$ cat config.mk
export PLATFORM = sky130hd
export DESIGN_NAME = div_24bit_seq_flat
export DESIGN_NICKNAME = d
export VERILOG_FILES = /design/src/rtl/div_24bit_seq_if.sv /design/src/rtl/div_24bit_seq.sv /design/src/flat_wrapper.sv
export SDC_FILE = /design/constraint.sdc
export NUM_CORES = 1
export LEC_CHECK = 0
export CELL_PAD_IN_SITES_DETAIL_PLACEMENT = 0
export CELL_PAD_IN_SITES_GLOBAL_PLACEMENT = 1
export CORE_MARGIN = 8
export CORE_UTILIZATION = 41
export DETAILED_ROUTE_END_ITERATION = 10
export PLACE_DENSITY_LB_ADDON = 0.08
export SKIP_LAST_GASP = 1
export SLEW_MARGIN = 20
export SYNTH_ARGS = -nofsm -noshare
export SYNTH_HDL_FRONTEND = slang
export SYNTH_SLANG_ARGS = --single-unit
$ cat constraint.sdc
create_clock -name clk -period 3.6 [get_ports clk]
set_input_delay 0.36 -clock clk [delete_from_list [all_inputs] [get_ports clk]]
set_output_delay 0.36 -clock clk [all_outputs]
set_load 0.01 [all_outputs]
$ cat src/rtl/div_24bit_seq_if.sv
// Start/done handshake and operand/result bundle for the 48/24 sequential divider.
interface div_24bit_seq_if;
    logic        start;
    logic [47:0] dividend;
    logic [23:0] divisor;
    logic        busy;
    logic        done;
    logic [23:0] quotient;
    logic [23:0] remainder;
    logic        ovf;
    logic        dz;

    modport master (
        output start, dividend, divisor,
        input  busy, done, quotient, remainder, ovf, dz
    );

    modport slave (
        input  start, dividend, divisor,
        output busy, done, quotient, remainder, ovf, dz
    );
endinterface

$ cat src/rtl/div_24bit_seq.sv
// Radix-2 restoring divider: 48-bit dividend / 24-bit divisor, one quotient bit per clock.
// Overflow and divide-by-zero short-circuit through a one-cycle pending stage.
module div_24bit_seq (
    input  logic             clk,
    input  logic             rst_n,
    div_24bit_seq_if.slave   bus
);
    typedef enum logic {IDLE, CALC} state_t;

    state_t      state, state_nxt;
    logic [4:0]  cnt;
    logic [23:0] r, q, d;
    logic [24:0] t;
    logic        ge, last, accept, ovf_in;
    logic [23:0] r_nxt, q_nxt;
    logic        pend, pend_dz;

    assign accept = (state == IDLE) && bus.start;
    assign ovf_in = (bus.divisor == 24'd0) || (bus.dividend[47:24] >= bus.divisor);

    // r < d holds in CALC, so {r,q[23]} < 2d and bit 24 of t is exactly the borrow.
    assign t     = {r, q[23]} - {1'b0, d};
    assign ge    = ~t[24];
    assign r_nxt = ge ? t[23:0] : {r[22:0], q[23]};
    assign q_nxt = {q[22:0], ge};

    always_ff @(posedge clk or negedge rst_n) begin
        if (!rst_n) state <= IDLE;
        else        state <= state_nxt;
    end

    always_comb begin
        state_nxt = state;
        case (state)
            IDLE:    if (accept && !ovf_in) state_nxt = CALC;
            CALC:    if (last) state_nxt = IDLE;
            default: state_nxt = IDLE;
        endcase
    end

    always_comb begin
        bus.busy = (state == CALC);
        last     = (state == CALC) && (cnt == 5'd23);
    end

    always_ff @(posedge clk or negedge rst_n) begin
        if (!rst_n) begin
            cnt           <= '0;
            r             <= '0;
            q             <= '0;
            d             <= '0;
            pend          <= 1'b0;
            pend_dz       <= 1'b0;
            bus.done      <= 1'b0;
            bus.quotient  <= '0;
            bus.remainder <= '0;
            bus.ovf       <= 1'b0;
            bus.dz        <= 1'b0;
        end else begin
            bus.done <= 1'b0;
            pend     <= 1'b0;
            if (state == CALC) begin
                r   <= r_nxt;
                q   <= q_nxt;
                cnt <= cnt + 5'd1;
                if (last) begin
                    bus.quotient  <= q_nxt;
                    bus.remainder <= r_nxt;
                    bus.done      <= 1'b1;
                end
            end
            if (accept) begin
                if (ovf_in) begin
                    pend    <= 1'b1;
                    pend_dz <= (bus.divisor == 24'd0);
                end else begin
                    r       <= bus.dividend[47:24];
                    q       <= bus.dividend[23:0];
                    d       <= bus.divisor;
                    cnt     <= '0;
                    bus.ovf <= 1'b0;
                    bus.dz  <= 1'b0;
                end
            end
            // A pending overflow result must stay visible alongside its own done pulse.
            if (pend) begin
                bus.quotient  <= 24'hFFFFFF;
                bus.remainder <= '0;
                bus.ovf       <= 1'b1;
                bus.dz        <= pend_dz;
                bus.done      <= 1'b1;
            end
        end
    end
endmodule
$ cat src/flat_wrapper.sv
// flat-port wrapper written by rule: the top's interface ports become plain ports
module div_24bit_seq_flat 
  (clk, rst_n, bus_start, bus_dividend, bus_divisor, bus_busy, bus_done, bus_quotient, bus_remainder, bus_ovf, bus_dz);
  div_24bit_seq_if bus_i ();
  input  logic clk;
  input  logic rst_n;
  input wire logic [$bits(bus_i.start)-1:0] bus_start;
  input wire logic [$bits(bus_i.dividend)-1:0] bus_dividend;
  input wire logic [$bits(bus_i.divisor)-1:0] bus_divisor;
  output wire logic [$bits(bus_i.busy)-1:0] bus_busy;
  output wire logic [$bits(bus_i.done)-1:0] bus_done;
  output wire logic [$bits(bus_i.quotient)-1:0] bus_quotient;
  output wire logic [$bits(bus_i.remainder)-1:0] bus_remainder;
  output wire logic [$bits(bus_i.ovf)-1:0] bus_ovf;
  output wire logic [$bits(bus_i.dz)-1:0] bus_dz;
  assign bus_i.start = bus_start;
  assign bus_i.dividend = bus_dividend;
  assign bus_i.divisor = bus_divisor;
  assign bus_busy = bus_i.busy;
  assign bus_done = bus_i.done;
  assign bus_quotient = bus_i.quotient;
  assign bus_remainder = bus_i.remainder;
  assign bus_ovf = bus_i.ovf;
  assign bus_dz = bus_i.dz;
  div_24bit_seq u_core (.clk(clk), .rst_n(rst_n), .bus(bus_i));
endmodule
==> results of run 1 <==
-- cell usage after synthesis (all sizes together) (2+ instances only) --
cell	number	area share (%)
a2111oi	2	0.22
a211oi	5	0.54
a21o	16	1.5
a21oi	60	3.8
a221o	15	1.9
a221oi	3	0.33
a22oi	2	0.19
a311oi	6	0.67
a31oi	20	1.6
a41oi	2	0.22
and3	4	0.32
buf	23	1.6
clkbuf	28	1.4
dfrtp	131	42
ha	49	7.8
inv	64	3.1
mux2	16	2.3
mux2i	32	4.1
nand2	139	6.7
nand2b	3	0.24
nand3	32	2.0
nand4	15	1.2
nor2	62	3.0
nor2b	17	1.4
nor3	3	0.19
nor4	7	0.75
o2111ai	2	0.22
o211ai	6	0.57
o21a	3	0.29
o21ai	56	3.7
o221a	4	0.57
o221ai	3	0.33
o31a	2	0.33
o41ai	2	0.46
or2	2	0.16
or3	5	0.40
or4	4	0.38
xnor2	12	1.4
xor2	14	1.7
-- flip-flops by register name (all words and copies together) (netlist names) --
| name | cells |
|---|---|
| u_core.bus.quotient | 24 |
| u_core.bus.remainder | 24 |
| u_core.d | 24 |
| u_core.q | 24 |
| u_core.r | 24 |
| u_core.cnt | 5 |
| u_core.bus.busy | 1 |
| u_core.bus.done | 1 |
| u_core.bus.dz | 1 |
| u_core.bus.ovf | 1 |
| u_core.pend | 1 |
| u_core.pend_dz | 1 |
-- how the worst max path moves through the flow --
stage / from / end / slack [ps] / depth (start not counted)
2_1_floorplan: u_core.q[23] / u_core.bus.remainder[2] / 680 / 13
3_3_place_gp: bus_divisor[19] / u_core.r[22] / 180 / 12
3_5_place_dp: u_core.q[23] / u_core.r[23] / 110 / 12
4_1_cts: u_core.q[23] / u_core.r[19] / 90 / 12
5_1_grt: u_core.q[23] / u_core.r[20] / 60 / 13
6_report: u_core.q[23] / u_core.r[22] / 230 / 13
-- worst register-to-register path, cell delays in order, from the launching register on --
cell and delay, ps:
sky130_fd_sc_hd__dfrtp_1 390, sky130_fd_sc_hd__inv_1 80, sky130_fd_sc_hd__ha_1 170, sky130_fd_sc_hd__inv_1 60, sky130_fd_sc_hd__fa_1 430, sky130_fd_sc_hd__a211oi_2 230, sky130_fd_sc_hd__o21ai_2 130, sky130_fd_sc_hd__o21ai_2 290
sky130_fd_sc_hd__o41ai_4 110, sky130_fd_sc_hd__o31a_4 320, sky130_fd_sc_hd__xor2_2 280, sky130_fd_sc_hd__buf_12 200, sky130_fd_sc_hd__nand2_1 230, sky130_fd_sc_hd__o221a_2 350
-- through the flow --
stage	std cells	hold WS (ps)	utilization, %
after floorplan	877	64.4	-
after global placement	1212	461	50.0
after detailed placement	1212	468	50.0
after CTS	1244	18.2	53.4
after global routing	1244	32.6	53.5
final	1244	-30.7	53.5
-- cells by family (layout without fill, tap and decap cells) --
logic type | count (synthesis) | in the layout | synth area share, %
adder cells (fa/ha/maj) | 50 | 50 | 8.07
flip-flops | 131 | 131 | 41.8
AO/OA/AOI/OAI | 212 | 212 | 17.8
AND/OR/NAND/NOR | 294 | 294 | 16.9
buffers and inverters | 116 | 249 | 6.04
multiplexers | 48 | 48 | 6.38
XOR/XNOR | 26 | 26 | 3.09
-- area by class of cell --
| class | count | area (um^2) | share of cell area (%) |
|---|---|---|---|
| clock buffer | 18 | 429 | 4.28 |
| clock inverter | 14 | 203 | 2.02 |
| inverter | 65 | 244 | 2.43 |
| multi-input combinational | 630 | 4120 | 41.0 |
| sequential | 131 | 3280 | 32.7 |
| tap | 234 | 293 | 2.92 |
| timing repair buffer | 152 | 1470 | 14.7 |
-- layer usage --
metal / share of wire [%] / GRT usage, %
met4: 1.7 / 5.93
met1: 50 / 29.1
met5: 0 / 0
met3: 5.7 / 4.29
met2: 43 / 30.3
-- power breakdown --
group | switching (mW) | leakage, nW | total [mW] | internal [mW]
sequential | 0.510 | 1.52 | 2.71 | 2.20
clock | 0.721 | 0.299 | 1.89 | 1.17
combinational | 3.94 | 2.88 | 6.89 | 2.95
total | 5.17 | 4.70 | 11.5 | 6.32
-- what timing repair did --
action,CTS,global route
setup buffers,0,0
setup endpoints to repair,0,17
hold endpoints to repair,0,0
resized for setup,0,2
==> flow_metrics.py, run 1 <==
metrics = {
    "run_status": {
        "status": "complete, but fails checks",
        "violations": "negative hold slack",
    },
    "finish": {
        "layout_common_cells": "137 x sky130_fd_sc_hd__nand2_1, 130 x sky130_fd_sc_hd__dfrtp_1, 125 x sky130_fd_sc_hd__clkdlybuf4s50_1, 63 x sky130_fd_sc_hd__inv_1",
        "num-fill-cells": 1773,
        "finish.instance_area_mm2": 0.0100,
        "mostFrequentLayoutCell": "sky130_fd_sc_hd__nand2_1",
        "drive_gt1_share_pct": 8.42,
        "design.final.nets": 1122,
        "num_antenna_cells": 0,
        "area_growth_pct": 27.9,
    },
    "flow_run": {
        "cap_viol_max_count": 0,
    },
    "setup_path": {
        "r2r_setup_slack_ps": 230,
        "setup.worst_path.end_class": "flip-flop",
        "crit_buf_inv": 3,
        "r2r-start": "u_core.q[23]",
        "r2r_end": "u_core.r[22]",
        "path_delay_family": "compound AO/OA/AOI/OAI gates",
        "crit_path_cell_trace": "inv_1 -> ha_1 -> inv_1 -> fa_1 -> a211oi_2 -> o21ai_2 -> o21ai_2 -> o41ai_4 -> o31a_4 -> xor2_2 -> buf_12 -> nand2_1 -> o221a_2",
        "timing.critical_path.slowest_stage_cell": "sky130_fd_sc_hd__fa_1",
        "critPathLaunchType": "flip-flop",
        "ff2ff_path_depth": 13,
        "required_ps": 3910,
        "cp_slowest_stage_delay_ps": 430,
        "arrival_ps": 3680,
        "crit_path_max_fanout": 14,
        "path_class": "reg2reg",
    },
    "route": {
        "first_pass_iters": 5,
        "avgRoutedWirePerCell_um": 19.1,
        "post_drt_via_cell_ratio": 5.43,
        "via_count": 6753,
        "wirelength_um": 23700,
        "drt.antenna.violating_nets": 0,
        "post_route_drc_violation_count": 0,
        "first_iter_violations": 503,
    },
    "sta": {
        "share_of_the_clock_period_used_by_the_worst_path_pct": 93.7,
        "timing_worst_slew_pin_value_ps": 1100,
        "report.final.slew_viol_count": 0,
        "setup_tns_ps": 0,
        "setup-violations-final": 0,
        "max_freq_mhz": 297,
        "whs_ps": -30.7,
        "setup_ws_ps": 228,
        "post-route-min-period_ps": 3370,
        "finClkSkew_ps": 8.13,
        "grt_setup_unrepaired": "no",
        "finalHoldViolCount": 15,
        "max-slew-margin-rel_pct": 26.4,
    },
    "synthesis": {
        "syn_avg_cell_area_um2": 8.95,
        "count_of_cell_types_in_the_netlist": 60,
        "syn-num-nets": 1002,
        "yosys_warnings": 0,
        "ys_seq_elements": 131,
        "netlist_area_pre_place_mm2": 0.00785,
        "dominantRegCellSynth": "sky130_fd_sc_hd__dfrtp_1",
        "synth_enable_flop_cells": 0,
        "netlist_instances": 877,
        "async_reset_ff_share_pct": 100,
        "synth-seq-area-share_pct": 41.8,
    },
    "clock_tree": {
        "clk-insertion-delay-late_ps": 430,
        "clock_path_buffers": 2,
        "hold_buffers": 0,
        "cts_buffers": 17,
        "cts_tree": "done",
        "cts.sink_count": 131,
        "cts.htree.levels": 4,
        "worst_setup_hold_path_clk_slew_ps": 60,
        "root_buffer": "sky130_fd_sc_hd__clkbuf_16",
    },
    "global_route": {
        "maximum_number_of_pins_on_one_net_before_global_route_repair": 83,
        "grt_overflow": 0,
        "grt_pass1_wl_um": 38400,
        "grt_antenna_before_repair": 0,
        "first_global_vias": 6771,
        "track_usage_pct": 20.3,
    },
    "placed_design": {
        "detailed_place.area_mm2": 0.00939,
        "place.gp.congestion": 0.894,
        "place.detailed.hpwl_um": 17500,
        "detailedPlace.worstSlack_ps": 113,
        "io_buffers": 126,
    },
    "power_and_ir_drop": {
        "worst_ir_drop_vdd_v": 0.000791,
        "power.density_mw_per_mm2": 1150,
        "finalPower_mw": 11.5,
        "power_leakage_nw": 4.70,
    },
    "hold_path": {
        "hold_path_class": "in2async",
    },
    "floorplanning": {
        "chipHeight_um": 154,
        "design.die.area_mm2": 0.0238,
        "initial_standard_cell_utilization_of_the_core_pct": 41.8,
        "floorplan.io_pins": 127,
        "chipWidth_um": 154,
        "floorplan.core_area_mm2": 0.0188,
        "floorplan.rows": 50,
    },
}
Power figures use the tool's default switching activity.
==> run 2, diff against run 1 <==
Settings changed: PLACE_DENSITY from default to 0.81, PLACE_DENSITY_LB_ADDON 0.08 to default.
Clock period 3.6 ns to 3.3 ns, I/O delays scaled along.
==> run 2 against run 1 <==
Compared with the run above: the flow now finishes without violations; sequential power up 9.2%; final cell count grew 1.0%; non-clock buffer count rose by 13; via count rose by 2.9%; cell area rose by 0.89%; sequential cell count is the same; global-route usage fell by 0.082 points; clock power is essentially flat; worst setup slack lost 85 ps; clock-buffer cell count shrank 1.
==> flow_metrics.py, run 2 (synthesis results as in run 1) <==
metrics = {
    "sta": {
        "report.final.slew_viol_count": 0,
        "finalHoldViolCount": 0,
        "setup-violations-final": 0,
        "finClkSkew_ps": 10.5,
        "post-route-min-period_ps": 3160,
        "grt_setup_unrepaired": "no",
        "max-slew-margin-rel_pct": 27.0,
        "timing_worst_slew_pin_value_ps": 1090,
        "share_of_the_clock_period_used_by_the_worst_path_pct": 95.7,
        "max_freq_mhz": 317,
    },
    "route": {
        "first_iter_violations": 547,
        "avgRoutedWirePerCell_um": 19.1,
        "post_route_drc_violation_count": 0,
        "post_drt_via_cell_ratio": 5.53,
        "via_count": 6952,
        "first_pass_iters": 5,
        "drt.antenna.violating_nets": 0,
        "wirelength_um": 24000,
    },
    "global_route": {
        "maximum_number_of_pins_on_one_net_before_global_route_repair": 75,
        "grt_overflow": 0,
        "grt_pass1_wl_um": 38200,
        "grt_antenna_before_repair": 0,
        "first_global_vias": 6881,
        "track_usage_pct": 20.3,
    },
    "power_and_ir_drop": {
        "finalPower_mw": 12.5,
        "switching_power_mw": 5.72,
        "worst_ir_drop_vdd_v": 0.000782,
        "internal-power_mw": 6.74,
        "power_leakage_nw": 4.77,
        "netSwitchingFraction_pct": 45.9,
        "power.combinational.fraction_pct": 60.9,
        "power_frac_clock_pct": 15.3,
        "power.density_mw_per_mm2": 1230,
        "sequentialPowerShare_pct": 23.8,
    },
    "setup_path": {
        "crit_path_cell_trace": "inv_1 -> ha_1 -> inv_1 -> fa_1 -> a211oi_2 -> o21ai_2 -> o21ai_2 -> o41ai_4 -> o31a_4 -> xnor2_2 -> buf_4 -> or4_1 -> nand3_1",
        "r2r_setup_slack_ps": 140,
        "critPathLaunchType": "flip-flop",
        "r2r-start": "u_core.q[23]",
        "ff2ff_path_depth": 13,
        "cp_slowest_stage_delay_ps": 540,
        "r2r_end": "u_core.bus.remainder[2]",
        "required_ps": 3660,
        "timing.critical_path.slowest_stage_cell": "sky130_fd_sc_hd__or4_1",
        "crit_path_max_fanout": 13,
        "arrival_ps": 3510,
        "setup.worst_path.end_class": "flip-flop",
        "path_class": "reg2reg",
    },
    "placed_design": {
        "place.detailed.hpwl_um": 17600,
        "place.gp.congestion": 0.913,
        "io_buffers": 126,
    },
    "finish": {
        "mostFrequentLayoutCell": "sky130_fd_sc_hd__nand2_1",
        "drive_gt1_share_pct": 9.87,
        "post-route-util_pct": 53.9,
        "layout_common_cells": "136 x sky130_fd_sc_hd__nand2_1, 130 x sky130_fd_sc_hd__dfrtp_1, 125 x sky130_fd_sc_hd__clkdlybuf4s50_1, 63 x sky130_fd_sc_hd__inv_1",
        "area_growth_pct": 29.0,
        "num_antenna_cells": 0,
        "design.final.nets": 1135,
    },
    "clock_tree": {
        "clk-insertion-delay-late_ps": 430,
        "cts_buffers": 17,
        "cts_tree": "done",
        "worst_setup_hold_path_clk_slew_ps": 70,
        "cts.sink_count": 131,
        "root_buffer": "sky130_fd_sc_hd__clkbuf_16",
        "cts.htree.levels": 4,
        "post_cts_buffers": 0,
        "clock_path_buffers": 2,
    },
    "floorplanning": {
        "chipWidth_um": 154,
        "design.die.area_mm2": 0.0238,
        "initial_standard_cell_utilization_of_the_core_pct": 41.8,
        "chipHeight_um": 154,
        "floorplan.io_pins": 127,
        "floorplan.core_area_mm2": 0.0188,
        "floorplan.rows": 50,
    },
    "hold_path": {
        "hold_path_class": "in2async",
    },
    "run_status": {
        "status": "complete, no violations",
    },
    "flow_run": {
        "cap_viol_max_count": 0,
    },
}
-- run 2: metal layers --
metal | track usage, % | wire, um | up-vias
met5 | 0 | 0 | -
met4 | 6.39 | 360 | 0
met3 | 3.29 | 1320 | 20
met2 | 31.4 | 11000 | 190
met1 | 28.4 | 11400 | 3382
li1 | - | - | 3360
-- run 2: layout make-up --
| class | instances | area [um^2] |
|---|---|---|
| sequential | 131 | 3280 |
| fill | 1772 | 8640 |
| timing repair buffer | 165 | 1600 |
| clock buffer | 17 | 425 |
| clock inverter | 15 | 158 |
| multi-input combinational | 630 | 4130 |
| tap | 234 | 293 |
| inverter | 65 | 244 |
-- run 2: what timing repair did --
item                                    in CTS  in global routing
hold buffers                                 1                  0
endpoints found under the setup margin      17                  9
gates cloned                                 0                  0
hold endpoints to repair                    71                  0
resized for setup                            2                  3
-- run 2: worst max-delay path by stage --
stage,startpoint,endpoint,slack [ps],cells past startpoint
finish,u_core.q[23],u_core.bus.remainder[2],140,13
global route,u_core.q[23],u_core.bus.remainder[9],10,14
floorplan,u_core.q[23],u_core.bus.remainder[2],380,13
detailed placement,bus_divisor[19],u_core.r[0],-240,13
global placement,bus_divisor[19],u_core.d[0],-210,12
CTS,u_core.q[23],u_core.r[21],50,13
-- run 2: through the flow --
| stage | setup TNS (ps) | instance area [um^2] | std cells | setup slack (ps) | hold WS [ps] |
|---|---|---|---|---|---|
| 3_3_place_gp | -4090 | 9510 | 1224 | -210 | 408 |
| 6_report | 0 | 10100 | 1257 | 143 | 473 |
| 2_1_floorplan | 0 | 7850 | 877 | 383 | 34.4 |
| 5_1_grt | 0 | 10100 | 1257 | 9.93 | 495 |
| 4_1_cts | 0 | 10100 | 1257 | 50.2 | 469 |
| 3_5_place_dp | -4910 | 9510 | 1224 | -244 | 407 |
-- run 2: critical path, delay by kind of cell (launching register included) --
family          cells  cell delay [ps]
flops               1              390
xor+xnor            1              180
simple gates        2              650
compound gates      5              920
buf+inv             3              360
fa+ha+maj           2              580
-- run 2: power by group through the flow --
| stage | Sequential [mW] | Clock, mW | Combinational (mW) |
|---|---|---|---|
| floorplan | 2.94 | 0 | 5.08 |
| global placement | 2.96 | 0 | 7.39 |
| detailed placement | 2.98 | 0 | 7.47 |
| CTS | 2.96 | 1.93 | 7.54 |
| global route | 3.06 | 2.00 | 8.35 |
| finish | 2.96 | 1.91 | 7.59 |
